===== src/rtl/rv32i_pkg.sv =====
`default_nettype none
// ============================================================================
// Module   : rv32i_pkg
// Brief    : RV32I opcodes, immediate-format encoding and the canonical NOP.
// Revision : 1.0
// ============================================================================
package rv32i_pkg;

    localparam logic [6:0] c_opc_lui    = 7'b0110111;
    localparam logic [6:0] c_opc_auipc  = 7'b0010111;
    localparam logic [6:0] c_opc_jal    = 7'b1101111;
    localparam logic [6:0] c_opc_jalr   = 7'b1100111;
    localparam logic [6:0] c_opc_branch = 7'b1100011;
    localparam logic [6:0] c_opc_load   = 7'b0000011;
    localparam logic [6:0] c_opc_store  = 7'b0100011;
    localparam logic [6:0] c_opc_op_imm = 7'b0010011;
    localparam logic [6:0] c_opc_op     = 7'b0110011;
    localparam logic [6:0] c_opc_csr    = 7'b1110011;

    localparam logic [31:0] NOP_IR = 32'h00000013;

    typedef enum logic [2:0] {
        IMM_I,
        IMM_B,
        IMM_S,
        IMM_U,
        IMM_J,
        IMM_SHAMT,
        IMM_CSR,
        IMM_NONE
    } imm_type_e;

endpackage
`default_nettype wire


===== src/rtl/id_pipe_stage_if.sv =====
`default_nettype none
// ============================================================================
// Module   : id_pipe_stage_if
// Brief    : IF->ID input handshake, register-file taps and ID/EX outputs.
// Revision : 1.0
// ============================================================================
interface id_pipe_stage_if #(
    parameter int XLEN = 32
);
    logic            in_valid;
    logic [31:0]     in_ir;
    logic [XLEN-1:0] in_pc;
    logic            in_ready;
    logic            flush;
    logic            ex_ready;
    logic [4:0]      rs1;
    logic [4:0]      rs2;
    logic            hazard;
    logic            out_valid;
    logic [XLEN-1:0] out_pc;
    logic [4:0]      out_rd;
    logic [4:0]      out_rs1;
    logic [4:0]      out_rs2;
    logic [6:0]      out_opcode;
    logic [2:0]      out_funct3;
    logic [6:0]      out_funct7;
    logic [11:0]     out_csr_addr;
    logic [XLEN-1:0] out_imm;
    logic            out_wr_reg_n;
    logic            out_wr_csr_n;
    logic            out_is_load;
    logic            out_illegal;

    modport master (
        output in_valid, in_ir, in_pc, flush, ex_ready,
        input  in_ready, rs1, rs2, hazard,
        input  out_valid, out_pc, out_rd, out_rs1, out_rs2, out_opcode,
        input  out_funct3, out_funct7, out_csr_addr, out_imm,
        input  out_wr_reg_n, out_wr_csr_n, out_is_load, out_illegal
    );

    modport slave (
        input  in_valid, in_ir, in_pc, flush, ex_ready,
        output in_ready, rs1, rs2, hazard,
        output out_valid, out_pc, out_rd, out_rs1, out_rs2, out_opcode,
        output out_funct3, out_funct7, out_csr_addr, out_imm,
        output out_wr_reg_n, out_wr_csr_n, out_is_load, out_illegal
    );
endinterface
`default_nettype wire


===== src/rtl/imm_gen.sv =====
`default_nettype none
// ============================================================================
// Module   : imm_gen
// Brief    : Combinational immediate extractor, extended to XLEN.
// Revision : 1.0
// ============================================================================
module imm_gen
    import rv32i_pkg::*;
#(
    parameter int XLEN = 32
) (
    input  logic [31:0]     ir,
    input  imm_type_e       imm_type,
    output logic [XLEN-1:0] imm
);
    logic [31:0] w_imm32;
    logic        w_unused;

    // The opcode field carries no immediate bits; the format is already in imm_type.
    assign w_unused = ^ir[6:0];

    always_comb begin
        w_imm32 = '0;
        case (imm_type)
            IMM_I:     w_imm32 = {{20{ir[31]}}, ir[31:20]};
            IMM_S:     w_imm32 = {{20{ir[31]}}, ir[31:25], ir[11:7]};
            IMM_B:     w_imm32 = {{19{ir[31]}}, ir[31], ir[7], ir[30:25], ir[11:8], 1'b0};
            IMM_U:     w_imm32 = {ir[31:12], 12'b0};
            IMM_J:     w_imm32 = {{11{ir[31]}}, ir[31], ir[19:12], ir[20], ir[30:21], 1'b0};
            IMM_SHAMT: w_imm32 = {27'b0, ir[24:20]};
            IMM_CSR:   w_imm32 = {27'b0, ir[19:15]};
            default:   w_imm32 = '0;
        endcase
    end

    // Zero-extended formats have bit 31 clear, so a uniform sign extension is safe.
    if (XLEN > 32) begin : g_sext
        assign imm = {{(XLEN-32){w_imm32[31]}}, w_imm32};
    end else begin : g_native
        assign imm = w_imm32;
    end

endmodule
`default_nettype wire


===== src/rtl/id_pipe_stage.sv =====
`default_nettype none
// ============================================================================
// Module   : id_pipe_stage
// Brief    : RV32I decode stage with ID/EX register, load-use hazard and flush.
// Revision : 1.0
// ============================================================================
module id_pipe_stage
    import rv32i_pkg::*;
#(
    parameter int XLEN           = 32,
    parameter bit CSR_EN         = 1'b1,
    parameter bit LOAD_USE_STALL = 1'b1
) (
    input  logic           clk,
    input  logic           rst_n,
    id_pipe_stage_if.slave bus
);
    logic [6:0]      w_opcode;
    logic [2:0]      w_funct3;
    logic [4:0]      w_rd;
    logic            w_legal;
    logic            w_wr_reg;
    logic            w_wr_csr;
    logic            w_uses_rs1;
    logic            w_uses_rs2;
    imm_type_e       w_imm_type;
    logic [XLEN-1:0] w_imm;
    logic            w_hazard;
    logic            w_in_ready;

    logic            r_valid;
    logic [XLEN-1:0] r_pc;
    logic [4:0]      r_rd;
    logic [4:0]      r_rs1;
    logic [4:0]      r_rs2;
    logic [6:0]      r_opcode;
    logic [2:0]      r_funct3;
    logic [6:0]      r_funct7;
    logic [11:0]     r_csr_addr;
    logic [XLEN-1:0] r_imm;
    logic            r_wr_reg_n;
    logic            r_wr_csr_n;
    logic            r_is_load;
    logic            r_illegal;

    assign w_opcode = bus.in_ir[6:0];
    assign w_funct3 = bus.in_ir[14:12];
    assign w_rd     = bus.in_ir[11:7];

    always_comb begin
        w_legal    = 1'b1;
        w_wr_reg   = 1'b0;
        w_wr_csr   = 1'b0;
        w_uses_rs1 = 1'b0;
        w_uses_rs2 = 1'b0;
        w_imm_type = IMM_NONE;
        case (w_opcode)
            c_opc_lui, c_opc_auipc: begin
                w_imm_type = IMM_U;
                w_wr_reg   = 1'b1;
            end
            c_opc_jal: begin
                w_imm_type = IMM_J;
                w_wr_reg   = 1'b1;
            end
            c_opc_jalr, c_opc_load: begin
                w_imm_type = IMM_I;
                w_wr_reg   = 1'b1;
                w_uses_rs1 = 1'b1;
            end
            c_opc_branch: begin
                w_imm_type = IMM_B;
                w_uses_rs1 = 1'b1;
                w_uses_rs2 = 1'b1;
            end
            c_opc_store: begin
                w_imm_type = IMM_S;
                w_uses_rs1 = 1'b1;
                w_uses_rs2 = 1'b1;
            end
            c_opc_op_imm: begin
                w_imm_type = (w_funct3 == 3'b001 || w_funct3 == 3'b101) ? IMM_SHAMT : IMM_I;
                w_wr_reg   = 1'b1;
                w_uses_rs1 = 1'b1;
            end
            c_opc_op: begin
                w_wr_reg   = 1'b1;
                w_uses_rs1 = 1'b1;
                w_uses_rs2 = 1'b1;
            end
            c_opc_csr: begin
                w_wr_reg   = 1'b1;
                w_uses_rs1 = (w_funct3 == 3'b001) || (w_funct3 == 3'b010) || (w_funct3 == 3'b011);
                if (w_funct3 != 3'b000) begin
                    if (CSR_EN) begin
                        w_wr_csr   = 1'b1;
                        w_imm_type = IMM_CSR;
                    end else begin
                        w_legal = 1'b0;
                    end
                end
            end
            default: w_legal = 1'b0;
        endcase
    end

    imm_gen #(
        .XLEN(XLEN)
    ) u_imm_gen (
        .ir       (bus.in_ir),
        .imm_type (w_imm_type),
        .imm      (w_imm)
    );

    // Only a held load can stall the incoming consumer; the load itself keeps draining.
    assign w_hazard = LOAD_USE_STALL && r_valid && r_is_load && (r_rd != 5'd0) &&
                      ((w_uses_rs1 && (bus.in_ir[19:15] == r_rd)) ||
                       (w_uses_rs2 && (bus.in_ir[24:20] == r_rd)));

    assign w_in_ready = !bus.flush && !w_hazard && (!r_valid || bus.ex_ready);

    always_ff @(posedge clk) begin
        if (!rst_n) begin
            r_valid    <= 1'b0;
            r_pc       <= '0;
            r_rd       <= '0;
            r_rs1      <= '0;
            r_rs2      <= '0;
            r_opcode   <= '0;
            r_funct3   <= '0;
            r_funct7   <= '0;
            r_csr_addr <= '0;
            r_imm      <= '0;
            r_wr_reg_n <= 1'b1;
            r_wr_csr_n <= 1'b1;
            r_is_load  <= 1'b0;
            r_illegal  <= 1'b0;
        end else if (bus.flush) begin
            r_valid <= 1'b0;
        end else if (bus.in_valid && w_in_ready) begin
            r_valid    <= 1'b1;
            r_pc       <= bus.in_pc;
            r_rd       <= w_rd;
            r_rs1      <= bus.in_ir[19:15];
            r_rs2      <= bus.in_ir[24:20];
            r_opcode   <= w_opcode;
            r_funct3   <= w_funct3;
            r_funct7   <= bus.in_ir[31:25];
            r_csr_addr <= bus.in_ir[31:20];
            r_imm      <= w_legal ? w_imm : '0;
            r_wr_reg_n <= !(w_wr_reg && w_legal && (w_rd != 5'd0));
            r_wr_csr_n <= !(w_wr_csr && w_legal);
            r_is_load  <= (w_opcode == c_opc_load);
            r_illegal  <= !w_legal;
        end else if (r_valid && bus.ex_ready) begin
            r_valid <= 1'b0;
        end
    end

    assign bus.rs1          = bus.in_ir[19:15];
    assign bus.rs2          = bus.in_ir[24:20];
    assign bus.hazard       = w_hazard;
    assign bus.in_ready     = w_in_ready;
    assign bus.out_valid    = r_valid;
    assign bus.out_pc       = r_pc;
    assign bus.out_rd       = r_rd;
    assign bus.out_rs1      = r_rs1;
    assign bus.out_rs2      = r_rs2;
    assign bus.out_opcode   = r_opcode;
    assign bus.out_funct3   = r_funct3;
    assign bus.out_funct7   = r_funct7;
    assign bus.out_csr_addr = r_csr_addr;
    assign bus.out_imm      = r_imm;
    // A bubble must never write, whatever stale fields it still holds.
    assign bus.out_wr_reg_n = r_wr_reg_n | ~r_valid;
    assign bus.out_wr_csr_n = r_wr_csr_n | ~r_valid;
    assign bus.out_is_load  = r_is_load;
    assign bus.out_illegal  = r_illegal;

endmodule
`default_nettype wire


===== src/flat_wrapper.sv =====
// flat-port wrapper written by rule: the top's interface ports become plain ports
module id_pipe_stage_flat import rv32i_pkg::*;
#(
    parameter int XLEN           = 32,
    parameter bit CSR_EN         = 1'b1,
    parameter bit LOAD_USE_STALL = 1'b1
)
  (clk, rst_n, bus_in_valid, bus_in_ir, bus_in_pc, bus_flush, bus_ex_ready, bus_in_ready, bus_rs1, bus_rs2, bus_hazard, bus_out_valid, bus_out_pc, bus_out_rd, bus_out_rs1, bus_out_rs2, bus_out_opcode, bus_out_funct3, bus_out_funct7, bus_out_csr_addr, bus_out_imm, bus_out_wr_reg_n, bus_out_wr_csr_n, bus_out_is_load, bus_out_illegal);
  id_pipe_stage_if #(.XLEN(XLEN)) bus_i ();
  input  logic clk;
  input  logic rst_n;
  input wire logic [$bits(bus_i.in_valid)-1:0] bus_in_valid;
  input wire logic [$bits(bus_i.in_ir)-1:0] bus_in_ir;
  input wire logic [$bits(bus_i.in_pc)-1:0] bus_in_pc;
  input wire logic [$bits(bus_i.flush)-1:0] bus_flush;
  input wire logic [$bits(bus_i.ex_ready)-1:0] bus_ex_ready;
  output wire logic [$bits(bus_i.in_ready)-1:0] bus_in_ready;
  output wire logic [$bits(bus_i.rs1)-1:0] bus_rs1;
  output wire logic [$bits(bus_i.rs2)-1:0] bus_rs2;
  output wire logic [$bits(bus_i.hazard)-1:0] bus_hazard;
  output wire logic [$bits(bus_i.out_valid)-1:0] bus_out_valid;
  output wire logic [$bits(bus_i.out_pc)-1:0] bus_out_pc;
  output wire logic [$bits(bus_i.out_rd)-1:0] bus_out_rd;
  output wire logic [$bits(bus_i.out_rs1)-1:0] bus_out_rs1;
  output wire logic [$bits(bus_i.out_rs2)-1:0] bus_out_rs2;
  output wire logic [$bits(bus_i.out_opcode)-1:0] bus_out_opcode;
  output wire logic [$bits(bus_i.out_funct3)-1:0] bus_out_funct3;
  output wire logic [$bits(bus_i.out_funct7)-1:0] bus_out_funct7;
  output wire logic [$bits(bus_i.out_csr_addr)-1:0] bus_out_csr_addr;
  output wire logic [$bits(bus_i.out_imm)-1:0] bus_out_imm;
  output wire logic [$bits(bus_i.out_wr_reg_n)-1:0] bus_out_wr_reg_n;
  output wire logic [$bits(bus_i.out_wr_csr_n)-1:0] bus_out_wr_csr_n;
  output wire logic [$bits(bus_i.out_is_load)-1:0] bus_out_is_load;
  output wire logic [$bits(bus_i.out_illegal)-1:0] bus_out_illegal;
  assign bus_i.in_valid = bus_in_valid;
  assign bus_i.in_ir = bus_in_ir;
  assign bus_i.in_pc = bus_in_pc;
  assign bus_i.flush = bus_flush;
  assign bus_i.ex_ready = bus_ex_ready;
  assign bus_in_ready = bus_i.in_ready;
  assign bus_rs1 = bus_i.rs1;
  assign bus_rs2 = bus_i.rs2;
  assign bus_hazard = bus_i.hazard;
  assign bus_out_valid = bus_i.out_valid;
  assign bus_out_pc = bus_i.out_pc;
  assign bus_out_rd = bus_i.out_rd;
  assign bus_out_rs1 = bus_i.out_rs1;
  assign bus_out_rs2 = bus_i.out_rs2;
  assign bus_out_opcode = bus_i.out_opcode;
  assign bus_out_funct3 = bus_i.out_funct3;
  assign bus_out_funct7 = bus_i.out_funct7;
  assign bus_out_csr_addr = bus_i.out_csr_addr;
  assign bus_out_imm = bus_i.out_imm;
  assign bus_out_wr_reg_n = bus_i.out_wr_reg_n;
  assign bus_out_wr_csr_n = bus_i.out_wr_csr_n;
  assign bus_out_is_load = bus_i.out_is_load;
  assign bus_out_illegal = bus_i.out_illegal;
  id_pipe_stage #(.XLEN(XLEN), .CSR_EN(CSR_EN), .LOAD_USE_STALL(LOAD_USE_STALL)) u_core (.clk(clk), .rst_n(rst_n), .bus(bus_i));
endmodule

===== config.mk =====
export PLATFORM = sky130hd
export DESIGN_NAME = id_pipe_stage_flat
export DESIGN_NICKNAME = d
export VERILOG_FILES = /design/src/rtl/rv32i_pkg.sv /design/src/rtl/id_pipe_stage_if.sv /design/src/rtl/imm_gen.sv /design/src/rtl/id_pipe_stage.sv /design/src/flat_wrapper.sv
export SDC_FILE = /design/constraint.sdc
export NUM_CORES = 1
export LEC_CHECK = 0
export CORE_MARGIN = 3
export CORE_UTILIZATION = 46
export CTS_CLUSTER_SIZE = 20
export DETAILED_ROUTE_END_ITERATION = 6
export HOLD_SLACK_MARGIN = 0.06
export PLACE_DENSITY = 0.86
export SLEW_MARGIN = 5
export SYNTH_ARGS = -nofsm -noshare
export SYNTH_HDL_FRONTEND = slang
export SYNTH_SLANG_ARGS = --single-unit

===== constraint.sdc =====
create_clock -name clk -period 5.4 [get_ports clk]
set_input_delay 0.54 -clock clk [delete_from_list [all_inputs] [get_ports clk]]
set_output_delay 0.54 -clock clk [all_outputs]
set_load 0.05 [all_outputs]

# Word level (Yosys, flattened, before mapping)
# Cells that the tools add are included.
# word_totals
register_bits,113
in_bits,69
out_inout_bits,125
word_cells,90
# classes
n_eq_ne,22
mux,13
bitwise_logic,5
n_reduce_logical,36
# op_table
operator,n
32-bit case mux with 7 select lines,1
32-bit two-way mux,1
7-bit equality test (second input constant),4
7-bit by 6-bit equality test with 1-bit output (second input constant),3
3-bit case mux with 7 select lines,1
7-bit by 5-bit equality test with 1-bit output (second input constant),2
3-bit by 2-bit equality test with 1-bit output (second input constant),4
3-bit equality test (second input constant),4
1-bit logical AND,12
5-bit equality test,2
5-bit nonzero test,2
10-bit OR reduction,1
1-bit two-way mux,8
8-bit OR reduction,1
7-bit by 2-bit equality test with 1-bit output (second input constant),1
3-bit by 1-bit equality test with 1-bit output (second input constant),2
1-bit zero test,6
2-bit OR reduction,3
6-bit OR reduction,1
1-bit logical OR,5
3-bit zero test,1
3-bit two-way mux,1
1-bit NOT,3
3-bit nonzero test,1
other kinds (5),6

# Longest topological paths before layout
# logic_depth
ltp_word,12
depth_mapped,9
ltp_nobuf,6

# Hierarchy
# Synthesis repeated with hierarchy kept, for this count alone.
# hier_totals
cells_unflattened,621
area_unflattened_um2,5307.6
# modules_own_cells
module,n_inst,cells_per_inst,area_per_inst_um2,seq_area_each_um2
id_pipe_stage,1,536,4722.0,2021.9
imm_gen,1,85,585.6,0.0

# Worst setup path after synthesis
# No wires, ideal clock.
# synth_path
path_kind,input to output
from,in bus_in_ir[6]
to,out bus_in_ready
t_arrival_ns,2.885
required_time_ns,4.860
slack_ns,1.975
cell_stages,6
path_buffers,1
cell_sequence,buf_2 > and2_1 > a211oi_1 > o2111ai_2 > a21oi_1 > nor3b_1
# synth_between
elab_chain_cells,9
word_cells_on_any_way,18
cone_classes,7 x eq/ne; 2 x mux; 9 x reduce/logical
# synth_rtl
element,line_no,text
start: declaration,flat_wrapper.sv:13,input wire logic [$bits(bus_i.in_ir)-1:0] bus_in_ir;
7-bit by 6-bit equality test with 1-bit output (tied with other cells),id_pipe_stage.sv:57,case (w_opcode)
6-bit OR reduction (no source line) / 3-bit OR reduction (equally long branches),n/a,
1-bit case mux with 2 select lines / 1-bit two-way mux (equally long branches),id_pipe_stage.sv:57,
1-bit logical AND (on tied branches),"id_pipe_stage.sv:117, id_pipe_stage.sv:118",
1-bit logical OR *,id_pipe_stage.sv:117,((w_uses_rs1 && (bus.in_ir[19:15] == r_rd)) ||
1-bit logical AND *,id_pipe_stage.sv:116,assign w_hazard = LOAD_USE_STALL && r_valid && r_is_load && (r_rd != 5'd0) &&
net bus_hazard,flat_wrapper.sv:20,output wire logic [$bits(bus_i.hazard)-1:0] bus_hazard;
1-bit zero test *,id_pipe_stage.sv:120,assign w_in_ready = !bus.flush && !w_hazard && (!r_valid || bus.ex_ready);
1-bit logical AND * (2 in a row),id_pipe_stage.sv:120,
end: declaration,flat_wrapper.sv:17,output wire logic [$bits(bus_i.in_ready)-1:0] bus_in_ready;
# The timed path passes the listed nets; every way through them passes the cells marked *.

# Worst setup path in the final report
# layout_path
from,in bus_in_ir[2]
to,out bus_hazard
# layout_between
elab_chain_cells,6
word_cells_on_any_way,15
cone_classes,7 x eq/ne; 2 x mux; 6 x reduce/logical
# layout_rtl
element,line_no
7-bit by 6-bit equality test with 1-bit output (tied with other cells),id_pipe_stage.sv:57
6-bit OR reduction (no source line) / 3-bit OR reduction (equally long branches),n/a
1-bit case mux with 2 select lines / 1-bit two-way mux (equally long branches),id_pipe_stage.sv:57
1-bit logical AND (on tied branches),"id_pipe_stage.sv:117, id_pipe_stage.sv:118"
1-bit logical OR *,id_pipe_stage.sv:117
1-bit logical AND *,id_pipe_stage.sv:116
end: declaration,flat_wrapper.sv:20
# Every way passes the cells marked *; elsewhere a longest branch is shown, timed or not.

==> results.md <==
* Syn Nets at 638
* Reg-to-reg startpoint: u_core.bus.out_rd[1]
* Die H at 106 um
* CORE AREA at 0.00946 mm2
* Drt initial violations at 302
* Via count of the first global-routing pass at 4408
* HP Start: u_core.bus.out_pc[31]
* Pre-CTS setup slack at 1.52 ns
* Power Internal at 1.13 mW
* Reg2Reg Setup Slack at 2.75 ns
* Startpoint types: primary input
* Die W at 106 um
* Sink Count at 101
* Syn_area_per_cell at 8.03 um2
* Worst EP required at 4.86 ns
* IO Port Bufs at 193
* Switching Share at 35.3%
* Die area at 0.0112 mm2
* Met2 usage at 41.4%
* Yosys warnings at 0
* Routed WL per cell at 17.1 um
* Post-synthesis cell area at 0.00457 mm2
* Layout cell share with drive strength beyond 1 at 4.44%
* # rows at 35
* Crit path launch: bus_in_ir[2]
* H-tree Lvls at 3
* Top cell type by total area after synthesis: dfxtp_1
* Flop pwr share at 46.4%
* CTS tree: yes
* Clk_lat worst skew at 0.36 ns
* DP HPWL at 10500 um
* Register area share after synthesis at 44.3%
* Ys async rst share at 0%
* Critical path arrival at 3.37 ns
* Worst-path clk slew at 0.09 ns
* Met1 GRT Util at 30.7%
* Final Max Tran Viols at 0
* Cts bufs inserted at 9
* Critical path type: primary input to output pin
* CTS-repair resized insts at 0
* Dominant synthesized flop cell: dfxtp_1
* Final WL at 14500 um
* Static Leak at 2.38 nW
* Psw at 617 uW
* Final Util at 68.7%
* Hold Buf Count CTS at 0
* Endpoints failing setup at 0
* Maximum vdd drop at 0.000148 V
* Synth Instances at 569
* First-pass GRT wire length at 22700 um
* Slew @ Worst Pin at 0.987 ns
* Largest net degree at the start of global routing at 82
* Vias at 4640
* Top post-synthesis cells by area: dfxtp_1 (44%), nand2_1 (12%), a21oi_1 (7.8%), buf_4 (3.8%), a22o_1 (2.9%)
* Post-CTS setup buffer count at 0
* Relative slew slack at 33.7%
* Clock Power Share at 25.0%
* Logic pwr share at 28.6%
* Net count, final at 784
* CP Capture Type: output pin
* Post-route minimum period at 3.91 ns
* Antenna viol nets, final at 0
* Yosys reg bits at 101
* Clock Skew at 0.0126 ns
* Top cell type's share of synthesized area at 44.3%
* Maximum clock path buffer count at 2
* # IOs at 194
* DRC viols at 0
* Starting Density at 48.3%
* Placed Instance Area at 0.00632 mm2
* RSZ-0062 raised after global routing: false
* Number of flops mapped to enable cells by yosys at 0
* GR Overflow Total at 0
* Drt via density at 5.47
* Status: completed
* P&R area growth vs syn at 42.2%
* Worst Hold Class: flop to flop
* Global placer's final weighted congestion at 0.892
* Max_cap viols at 0
* Crit path max fanout at 17
* Period utilization at 72.5%
* Setup TNS at 0 ns
* Power density cells at 269 mW/mm2
* Cell area after layout at 0.00649 mm2
* Busiest metal layer after global routing: met2
* Initial antenna violation count at 0
* Fmax at 256 MHz
* Diodes inserted at 0
* Pre-Repair DR Iteration Count at 5
* Setup ws final at 1.49 ns
* Number of library cell types mapped by synthesis at 59
* Met3 Track Usage GR at 6.18%
* Root buffer cell: clkbuf_8
* Total track usage at 24.8%
* Final hold violation count at 0
-- worst paths after layout --
check	cells after the start	endpoint
min reg2reg	2	u_core.bus.out_pc[31]
min	2	u_core.bus.out_pc[31]
max reg2reg	7	u_core.bus.out_imm[18]
max	6	bus_hazard
-- kinds of logic (layout without fill, tap and decap cells) --
group,after synthesis,in the layout,share of synthesized area (%)
buffers and inverters,67,218,8.87
xor gates and xnor gates,11,11,2.11
muxes,2,2,0.466
DFF,101,101,44.3
and+or+nand+nor,242,242,23.9
AOI/OAI and AO/OA,146,146,20.4
-- critical path: stages --
cell and delay, ns:
clkdlybuf4s50_1 0.66, nand4bb_1 0.42, a211oi_1 0.31, o2111ai_2 0.22, a21oi_1 0.34, clkdlybuf4s50_1 0.87
-- power groups by stage --
stage / combinational (mW) / sequential [mW] / clock [mW]
2_1_floorplan: 0.186 / 0.964 / 0
3_3_place_gp: 0.491 / 0.826 / 0
3_5_place_dp: 0.498 / 0.828 / 0
4_1_cts: 0.500 / 0.812 / 0.449
5_1_grt: 0.526 / 0.817 / 0.474
6_report: 0.499 / 0.812 / 0.437
-- cells in the mapped netlist, drive strengths merged, types with 2 or more instances --
cell and instances:
a22o 15, dfxtp 101, nor4 3, and3b 4, nand4bb 2, nand3 12, nand2 152, nand2b 5
and2 3, inv 5, a211oi 12, buf 47, or3 3, xnor2 2, and3 3, a221oi 4
clkbuf 15, o21ai 23, nor3 16, a21oi 72, a31oi 3, xor2 9, o211ai 2, nor2 26
nand3b 3, o2111ai 2, nor3b 4, or4 2
-- flip-flops by register name, indices dropped and copies added, names as in the netlist, 3 cells and up --
name / flops
u_core.bus.out_csr_addr: 11
u_core.bus.out_pc: 32
u_core.bus.out_rd: 5
u_core.bus.out_rs1: 5
u_core.bus.out_funct3: 3
u_core.bus.out_imm: 32
u_core.bus.out_opcode: 7
-- metrics by stage --
stage / power, mW / hold WS (ns) / instances
3_5_place_dp: 1.33 / 0.449 / 833
2_1_floorplan: 1.15 / 0.489 / 569
3_3_place_gp: 1.32 / 0.442 / 833
6_report: 1.75 / 0.458 / 849
4_1_cts: 1.76 / 0.461 / 849
5_1_grt: 1.82 / 0.483 / 849
-- per-layer routing --
metal / up-vias / wire length (um)
met5: - / 0
met4: 0 / 427
met3: 37 / 1330
met2: 238 / 6890
met1: 2142 / 5850
li1: 2223 / -
-- layout make-up --
| cell class | count | area [um2] |
|---|---|---|
| fillers | 768 | 2970 |
| multi-input cells | 401 | 2140 |
| flip-flops and latches | 101 | 2020 |
| repair buffers | 197 | 1970 |
| well taps | 129 | 161 |
| clock buffers | 10 | 128 |
| clock inverters | 6 | 47.5 |
| inverters | 5 | 18.8 |
-- cells in the final DEF (no fill, tap or decap), types with 2 or more instances in the layout --
master / n
clkdlybuf4s50_1: 193
nand2_1: 152
dfxtp_1: 101
a21oi_1: 71
nor2_1: 25
nor3_1: 16
o21ai_0: 16
a22o_1: 15
nand3_1: 12
a211oi_1: 10
xor2_1: 9
clkbuf_8: 9
o21ai_1: 7
nand2b_1: 5
and3b_1: 4
inv_1: 4
a221oi_1: 4
and2_1: 3
nor3b_1: 3
nand3b_1: 3
a31oi_1: 3
and3_1: 3
clkinvlp_4: 3
buf_4: 3
or3_1: 2
nand4bb_1: 2
xnor2_1: 2
nor4_1: 2
or4_1: 2
a211oi_2: 2
(Power assumes the default switching activity.)
